==> src/rtl/multi_timer_pkg.sv <==
// Shared types and defaults for the multi-channel countdown timer.
package multi_timer_pkg;

    typedef enum logic [1:0] {
        ST_IDLE  = 2'd0,
        ST_RUN   = 2'd1,
        ST_PAUSE = 2'd2,
        ST_DONE  = 2'd3
    } ch_state_e;

    localparam int DEFAULT_CLK_HZ = 50000000;
    localparam int DEFAULT_TIME_W = 17;

    // Counter width for a 0..hz-1 prescaler; never narrower than one bit.
    function automatic int presc_width(input int hz);
        return (hz > 1) ? $clog2(hz) : 1;
    endfunction

endpackage

==> src/rtl/timer_prescaler.sv <==
// Free-running 0..CLK_HZ-1 counter producing a one-cycle tick while the count sits at CLK_HZ-1.
module timer_prescaler
    import multi_timer_pkg::*;
#(
    parameter int CLK_HZ = DEFAULT_CLK_HZ
) (
    input  logic clk,
    input  logic reset,
    output logic tick
);

    localparam int               CNT_W = presc_width(CLK_HZ);
    localparam logic [CNT_W-1:0] LAST  = CNT_W'(CLK_HZ - 1);

    logic [CNT_W-1:0] cnt_q, cnt_d;
    logic             tick_q, tick_d;

    // Tick is registered from the next count so it is high exactly while cnt_q == LAST.
    always_comb begin
        cnt_d  = (cnt_q == LAST) ? '0 : cnt_q + 1'b1;
        tick_d = (cnt_d == LAST);
    end

    always_ff @(posedge clk) begin
        if (!reset) begin
            cnt_q  <= '0;
            tick_q <= 1'b0;
        end else begin
            cnt_q  <= cnt_d;
            tick_q <= tick_d;
        end
    end

    assign tick = tick_q;

endmodule

==> src/rtl/multi_timer.sv <==
// N_CH independent seconds countdown channels sharing one prescaler.
// Define MULTI_TIMER_AUTORELOAD_EN to reload from the shadow value on expiry instead of stopping.
module multi_timer
    import multi_timer_pkg::*;
#(
    parameter int CLK_HZ = DEFAULT_CLK_HZ,
    parameter int TIME_W = DEFAULT_TIME_W,
    parameter int N_CH   = 2
) (
    input  logic                   clk,
    input  logic                   reset,
    input  logic [N_CH-1:0]        load,
    input  logic [N_CH*TIME_W-1:0] start_time,
    input  logic [N_CH-1:0]        run,
    input  logic [N_CH-1:0]        ack,
    output logic [N_CH*TIME_W-1:0] remaining,
    output logic [N_CH-1:0]        done,
    output logic [N_CH-1:0]        flash,
    output logic                   tick
);

    logic tick_w;

    timer_prescaler #(
        .CLK_HZ (CLK_HZ)
    ) u_prescaler (
        .clk   (clk),
        .reset (reset),
        .tick  (tick_w)
    );

    assign tick = tick_w;

    generate
        for (genvar gi = 0; gi < N_CH; gi++) begin : g_ch
            ch_state_e         state_q, state_d;
            logic [TIME_W-1:0] rem_q, rem_d;
            logic [TIME_W-1:0] shadow_q, shadow_d;
            logic [TIME_W-1:0] start_val;
            logic              done_q, done_d;
            logic              flash_q, flash_d;

            assign start_val = start_time[gi*TIME_W +: TIME_W];

            always_comb begin
                state_d  = state_q;
                rem_d    = rem_q;
                shadow_d = shadow_q;
                flash_d  = flash_q;
`ifdef MULTI_TIMER_AUTORELOAD_EN
                done_d   = 1'b0;
`else
                done_d   = done_q;
`endif
                if (load[gi]) begin
                    rem_d    = start_val;
                    shadow_d = start_val;
                    done_d   = 1'b0;
                    flash_d  = 1'b0;
                    state_d  = ST_IDLE;
                end else if (ack[gi] && state_q == ST_DONE) begin
                    done_d  = 1'b0;
                    flash_d = 1'b0;
                    state_d = ST_IDLE;
                end else begin
                    case (state_q)
                        ST_IDLE: begin
                            if (run[gi] && rem_q != '0)
                                state_d = ST_RUN;
                        end
                        ST_RUN: begin
                            // Dropping run wins over a coincident tick.
                            if (!run[gi]) begin
                                state_d = ST_PAUSE;
                            end else if (tick_w) begin
                                if (rem_q == TIME_W'(1)) begin
`ifdef MULTI_TIMER_AUTORELOAD_EN
                                    rem_d   = shadow_q;
                                    done_d  = 1'b1;
`else
                                    rem_d   = '0;
                                    done_d  = 1'b1;
                                    state_d = ST_DONE;
`endif
                                end else if (rem_q != '0) begin
                                    rem_d = rem_q - 1'b1;
                                end
                            end
                        end
                        ST_PAUSE: begin
                            if (run[gi])
                                state_d = ST_RUN;
                        end
                        ST_DONE: begin
                            if (tick_w)
                                flash_d = ~flash_q;
                        end
                        default: state_d = ST_IDLE;
                    endcase
                end
            end

            always_ff @(posedge clk) begin
                if (!reset) begin
                    state_q  <= ST_IDLE;
                    rem_q    <= '0;
                    shadow_q <= '0;
                    done_q   <= 1'b0;
                    flash_q  <= 1'b0;
                end else begin
                    state_q  <= state_d;
                    rem_q    <= rem_d;
                    shadow_q <= shadow_d;
                    done_q   <= done_d;
                    flash_q  <= flash_d;
                end
            end

            assign remaining[gi*TIME_W +: TIME_W] = rem_q;
            assign done[gi]                       = done_q;
            assign flash[gi]                      = flash_q;
        end
    endgenerate

endmodule
==> config.mk <==
export PLATFORM = sky130hd
export DESIGN_NAME = multi_timer
export DESIGN_NICKNAME = d
export VERILOG_FILES = /design/src/rtl/multi_timer_pkg.sv /design/src/rtl/timer_prescaler.sv /design/src/rtl/multi_timer.sv
export SDC_FILE = /design/constraint.sdc
export NUM_CORES = 1
export LEC_CHECK = 0
export BUFFER_PORTS_ARGS = -buffer_cell sky130_fd_sc_hd__buf_2
export CAP_MARGIN = 20
export CORE_UTILIZATION = 30
export DETAILED_ROUTE_END_ITERATION = 12
export PLACE_DENSITY = 0.55
export SYNTH_ARGS = -nofsm -noshare
export SYNTH_HDL_FRONTEND = slang
export SYNTH_SLANG_ARGS = --single-unit
==> constraint.sdc <==
create_clock -name clk -period 2.45 [get_ports clk]
set_clock_uncertainty 0.2 [all_clocks]
set_input_delay 0.49 -clock clk [delete_from_list [all_inputs] [get_ports clk]]
set_output_delay 0.49 -clock clk [all_outputs]
set_load 0.02 [all_outputs]
Word level (Yosys, flattened, before mapping):

Cells that the tools add are included.

* bits of input ports: 42
* output and inout bits: 39
* bits in registers: 69

* equality and inequality tests: 20
* add/sub/neg operators: 3
* bitwise gates (word level): 3
* multiplexer cells: 27
* reductions and logical operators: 28

Operators with widths (count)
* $mux W17: 14
* $eq A26 B26 Y1 const B: 2
* $eq A17 B1 Y1 const B: 2
* $reduce_bool A17 Y1: 2
* $sub A17 B1 Y17 const B: 2
* $add A26 B1 Y26 const B: 1
* $mux W26: 1
* $mux W2: 10
* $reduce_and A5 Y1: 4
* $ne A2 B2 Y1 const B: 6
* $pmux W2 S3: 2
* $reduce_bool A2 Y1: 6
* $reduce_bool A3 Y1: 4
* $eq A2 B2 Y1 const B: 4
* $reduce_and A4 Y1: 2
* $ne A3 B2 Y1 const B: 2
* $ne A3 B3 Y1 const B: 2
* $reduce_or A3 Y1: 2
* $eq A2 B1 Y1 const B: 2
* $logic_and A1 B1 Y1: 4
* $logic_not A2 Y1: 2
* $reduce_and A2 Y1: 2
* $not A1 Y1: 3

Longest topological paths before layout:

* word-level depth: 8
* depth in mapped cells: 8
* depth with buffers taken out: 7

Cells and area by module:

A second synthesis with hierarchy kept.

* cell total of the unflattened synthesis: 568
* area total of the unflattened synthesis: 4586.9 µm²

Modules (own cells, without submodules)
* multi_timer: times used 1, cells each 386, seq. area each 840.8 µm², area an instance 3093.0 µm²
* timer_prescaler: times used 1, cells each 182, seq. area each 540.5 µm², area an instance 1493.9 µm²

Least setup slack after synthesis:

No wires, ideal clock.

* kind: reg2reg
* start point: reg u_prescaler.cnt_q[0]
* end point: reg u_prescaler.tick_q (netlist: u_prescaler.tick)
* path buffers: 1
* required time: 2.150 ns
* cell stages (with the launch flop): 8
* arrival: 1.933 ns
* library setup time: 0.100 ns
* clock period less this slack: 2.232 ns
* slack: 0.218 ns
* cells stage by stage: dfxtp_1 ha_1 nand2_1 or4_4 buf_6 nor2_4 or4b_2 a2111oi_4

* word-level cells in the longest chain between the ends: 3
* elaborated cells on any way between the ends: 4

Ends and longest elaborated chain
* start, declared: line timer_prescaler.sv:15 `logic [CNT_W-1:0] cnt_q, cnt_d;`
* start signal, assigned: line timer_prescaler.sv:29 `cnt_q <= cnt_d;`
* $add A26 B1 Y26 or $eq A26 B26 Y1 (tied branches): line timer_prescaler.sv:20 `cnt_d = (cnt_q == LAST) ? '0 : cnt_q + 1'b1;`
* $mux W26 (*): line timer_prescaler.sv:20
* $eq A26 B26 Y1 (*): line timer_prescaler.sv:21 `tick_d = (cnt_d == LAST);`
* end signal, assigned: line timer_prescaler.sv:30 `tick_q <= tick_d;`
* end, declared: line timer_prescaler.sv:16 `logic tick_q, tick_d;`

Mark *: on every way between the ends. The rest lies on a longest branch, timed or not.
A chain may end at the register's enable or synchronous reset.

Worst setup path in the final report:

* start point: reg g_ch[1].rem_q[0]
* end point: reg g_ch[1].rem_q[12]

* word-level cells in the longest chain between the ends: 8
* elaborated cells on any way between the ends: 12

Ends and longest elaborated chain
* start, declared: line multi_timer.sv:37 `logic [TIME_W-1:0] rem_q, rem_d;`
* start signal, assigned: line multi_timer.sv:112 `rem_q <= rem_d;`
* $sub A17 B1 Y17: line multi_timer.sv:86 `rem_d = rem_q - 1'b1;`
* $mux W17: line multi_timer.sv:85 `end else if (rem_q != '0) begin`
* $mux W17: line multi_timer.sv:76 `if (rem_q == TIME_W'(1)) begin`
* $mux W17: line multi_timer.sv:75 `end else if (tick_w) begin`
* $mux W17: line multi_timer.sv:73 `if (!run[gi]) begin`
* $mux W17: line multi_timer.sv:66 `case (state_q)`
* $mux W17: line multi_timer.sv:61 `end else if (ack[gi] && state_q == ST_DONE) begin`
* $mux W17: line multi_timer.sv:55 `if (load[gi]) begin`

Parallel ways exist; a longest one is shown, timed or not. The select of a mux whose other input is x is not followed.

==> run summary <==
The flow ran to the end, and the final reports show no timing, DRC or antenna violations. The horizontal extent of the die works out to 120.0 µm. In this run, post-CTS hold repair placed 0 buffers.

The clock passes through at most 2 buffers. The classification of the worst-slack hold path was input pin to flop. Data arrives at the worst endpoint at 2.33 ns.

The global-route wire length before repair is 19510 µm. The logs give 514 for the number of cells produced by synthesis and 0 for the count of maximum capacitance violations. The congestion estimate from routability-driven global placement came to 0.9173. The via count of the routed design came out at 4206.

The top fanout value on the critical path is 11. The count of final hold-check violations was 0. For the worst setup path, the data required time is 2.50 ns.

After layout, the minimum clock period comes to 2.278 ns. The buffers plus inverters on the worst setup path is 1, and the slew of the pin with the lowest slew margin is 0.5952 ns. The root buffer cell chosen for the clock tree is sky130_fd_sc_hd__clkbuf_16. Ranked by instance count, the synthesized netlist is headed by sky130_fd_sc_hd__dfxtp_1, sky130_fd_sc_hd__nand2_1, sky130_fd_sc_hd__nor2_1. The power density over the cells is 577.4 nW/µm². Sorting the synthesized cells by area gives the leading types as sky130_fd_sc_hd__dfxtp_1, sky130_fd_sc_hd__nand2_1, sky130_fd_sc_hd__nor2_1, sky130_fd_sc_hd__xnor2_1, sky130_fd_sc_hd__ha_1. The via count of the first global-routing pass is 4016, and the number of unique standard cell types used by synthesis is 74. Dividing the detail-routed via count by the number of cells gives 5.379. Detailed placement ended at an HPWL of 9043 µm.

The worst path meets setup with 0.1725 ns of slack. The number of DRC violations after detailed routing is 0, and the number of synthesized flops with an enable pin is 0. The clock-pin transition on the worst setup and hold timing paths is 0.06 ns. TritonCTS built the clock tree.

For this run, the slowest stage of the critical path takes 0.42 ns. Global routing finished with a remaining overflow of 0. Setup violations remaining at the end of the flow were counted as 0. Among cell families on the critical path, the largest total delay comes from compound AO/OA/AOI/OAI gates. The initialized floorplan defines 42 standard-cell rows.

sky130_fd_sc_hd__dfxtp_1 takes more of the synthesized area than any other cell. The critical path goes through inv_1, ha_1, or2_2, a211o_4, o41a_1, o22ai_1. Among all stages on the critical path, the largest delay is contributed by sky130_fd_sc_hd__dfxtp_1.

After synthesis the netlist holds a flip-flop and latch count of 69. Global routing used 16.87% of the available tracks across all layers. The tools report the final net count as 654. The synthesized netlist occupies a cell area of 4174 µm². After routing, the total negative slack on setup checks comes to 0 ns. The average instance in the mapped netlist occupies 8.121 µm². The tools report the type of destination of the critical path as a flop.

Of the post-synthesis cell area, the dominant cell type holds 33.09%. Final-report max-slew violation count: 0. In the final routed layout, each cell accounts on average for 15.38 µm. The layout cell share with drive strength beyond 1 came out at 22.15%. The cell leakage power is 2.070 nW, and the residual antenna-violating net count after detailed routing is 0. For this configuration, the core starts out at a cell density of 31.15%. The total iterations of the first detailed-routing run was 5. Entering global routing, the biggest net connects 19 pins.

The overall power consumption is 2.952 mW, and the multi-input logic area is 2594 µm². Pin placement for this block handled 81 I/O pins. The number of CTS-inserted buffers is 9. The category of the critical setup timing path was flop to flop. The clock reaches the later pin of the worst-skew pair after 0.32 ns. The count of cells in the finished layout, fillers not included, comes to 782. The port buffer count works out to 80.

The tools report the pre-CTS worst setup slack as 0.1351 ns. The most used flip-flop cell after synthesis is sky130_fd_sc_hd__dfxtp_1. The warning count from the yosys run is 0.

The launching element type of the critical path is a flop. The sequential cells in the finished layout cover a total of 1381 µm². The initial antenna violation count is 1, and the maximum achievable frequency is 439.1 MHz.

The logs give 14390 µm² for the total die area and 69 for the clock sink count. Measured along the y axis, the die boundary spans 120.0 µm. Register area share after synthesis: 33.09%. Measured against its own limit, the worst slew margin works out to 59.96%. The count of placed standard cells including taps was 766; the net count after synthesis was 567. Aggregate routed wire length: 12030 µm. After filler insertion, the fill cell instance count of the layout stands at 1404. Setup repair after global routing left no endpoint under its margin. IR analysis of the VDD net gives a maximum drop of 0.2880 mV.

Counting flops with an async set or reset pin after synthesis yields a share of 0%. The most instantiated library cell after synthesis was sky130_fd_sc_hd__dfxtp_1. The area inside the core boundary came out at 13400 µm². The depth of the CTS H-tree was 3. In the finished design, the share of the clock period the worst path needs comes to 92.96%.

The first routing iteration left 315 violations. From synthesis to final layout, the design area changed by 22.51%.
## through the flow
| step | hold WS, ns | utilization [%] | cell area, µm² |
|---|---|---|---|
| finish | 0.1807 | 38.16 | 5114 |
| global placement | 0.2568 | 35.97 | 4820 |
| CTS | 0.1722 | 38.08 | 5102 |
| floorplan | 0.2327 | - | 4174 |
| global route | 0.1830 | 38.14 | 5111 |
| detailed placement | 0.2595 | 35.97 | 4820 |
## registers in the layout, summed over array words and instances, names as in the netlist
signal	count
g_ch.flash_q	2
g_ch.done_q	2
g_ch.state_q	4
u_prescaler.tick	1
g_ch.rem_q	34
u_prescaler.cnt_q	26
## metal layers
metal	up-vias	wire (µm)	share of wire [%]	track usage [%]
li1	2058	-	-	-
met1	1996	5684	47	22.09
met2	142	5427	45	27.23
met3	10	804	6.7	4.135
met4	0	114	0.95	5.000
met5	-	0	0	0
## where the power goes
part / total [mW] / internal [mW] / switching [mW]
Clock: 1.26 / 0.781 / 0.474
Sequential: 1.22 / 1.16 / 0.0610
Combinational: 0.473 / 0.198 / 0.275
Total: 2.95 / 2.14 / 0.811
## cells by family after synthesis
family	after synthesis	synth area share [%]
multiplexers	2	0.4796
XOR/XNOR	35	7.344
AO/OA/AOI/OAI	109	19.25
flip-flops	69	33.09
buffers and inverters	45	4.976
adder cells (fa/ha/maj)	11	3.297
AND/OR/NAND/NOR	243	31.57
## repair_timing
action,4_1_cts,5_1_grt
resized for setup,0,2
endpoints found under the setup margin,0,3
setup buffers,0,0
## worst min-delay path: stages
cell	delay (ns)
sky130_fd_sc_hd__buf_2	0.08
sky130_fd_sc_hd__nand2_1	0.05
sky130_fd_sc_hd__o221ai_1	0.06
## path summary, 6_finish.rpt
kind                        start              endpoint  slack [ns]  cells after the start
max              g_ch[1].rem_q[0]     g_ch[1].rem_q[12]        0.17                      6
min                start_time[20]      g_ch[1].rem_q[3]        0.18                      3
max reg2reg      g_ch[1].rem_q[0]     g_ch[1].rem_q[12]        0.17                      6
min reg2reg  u_prescaler.cnt_q[0]  u_prescaler.cnt_q[0]        0.28                      1
## layout make-up
class	count	area share, %
inverter	20	1.468
timing repair buffer	101	10.91
clock buffer	11	4.551
clock inverter	4	0.9787
tap	176	4.306
sequential	69	27.01
antenna	1	0.04894
multi-input combinational	400	50.72
## cells in the final DEF, fill, tap and decap left out, drive strengths merged, types with 5 or more instances in the layout
master and n:
a21oi 22, a32oi 5, o22ai 5, buf 101, nor3 17, xnor2 20
clkbuf 11, nand2 67, nand3 16, dfxtp 69, o21ai 10, and3 15
and4 6, inv 20, or4 5, nand4 16, a31oi 10, nor2 51
and2 5, xor2 15, nand2b 7, o211ai 6, o21a 8, ha 11
nor4 17
(Power assumes the default switching activity.)
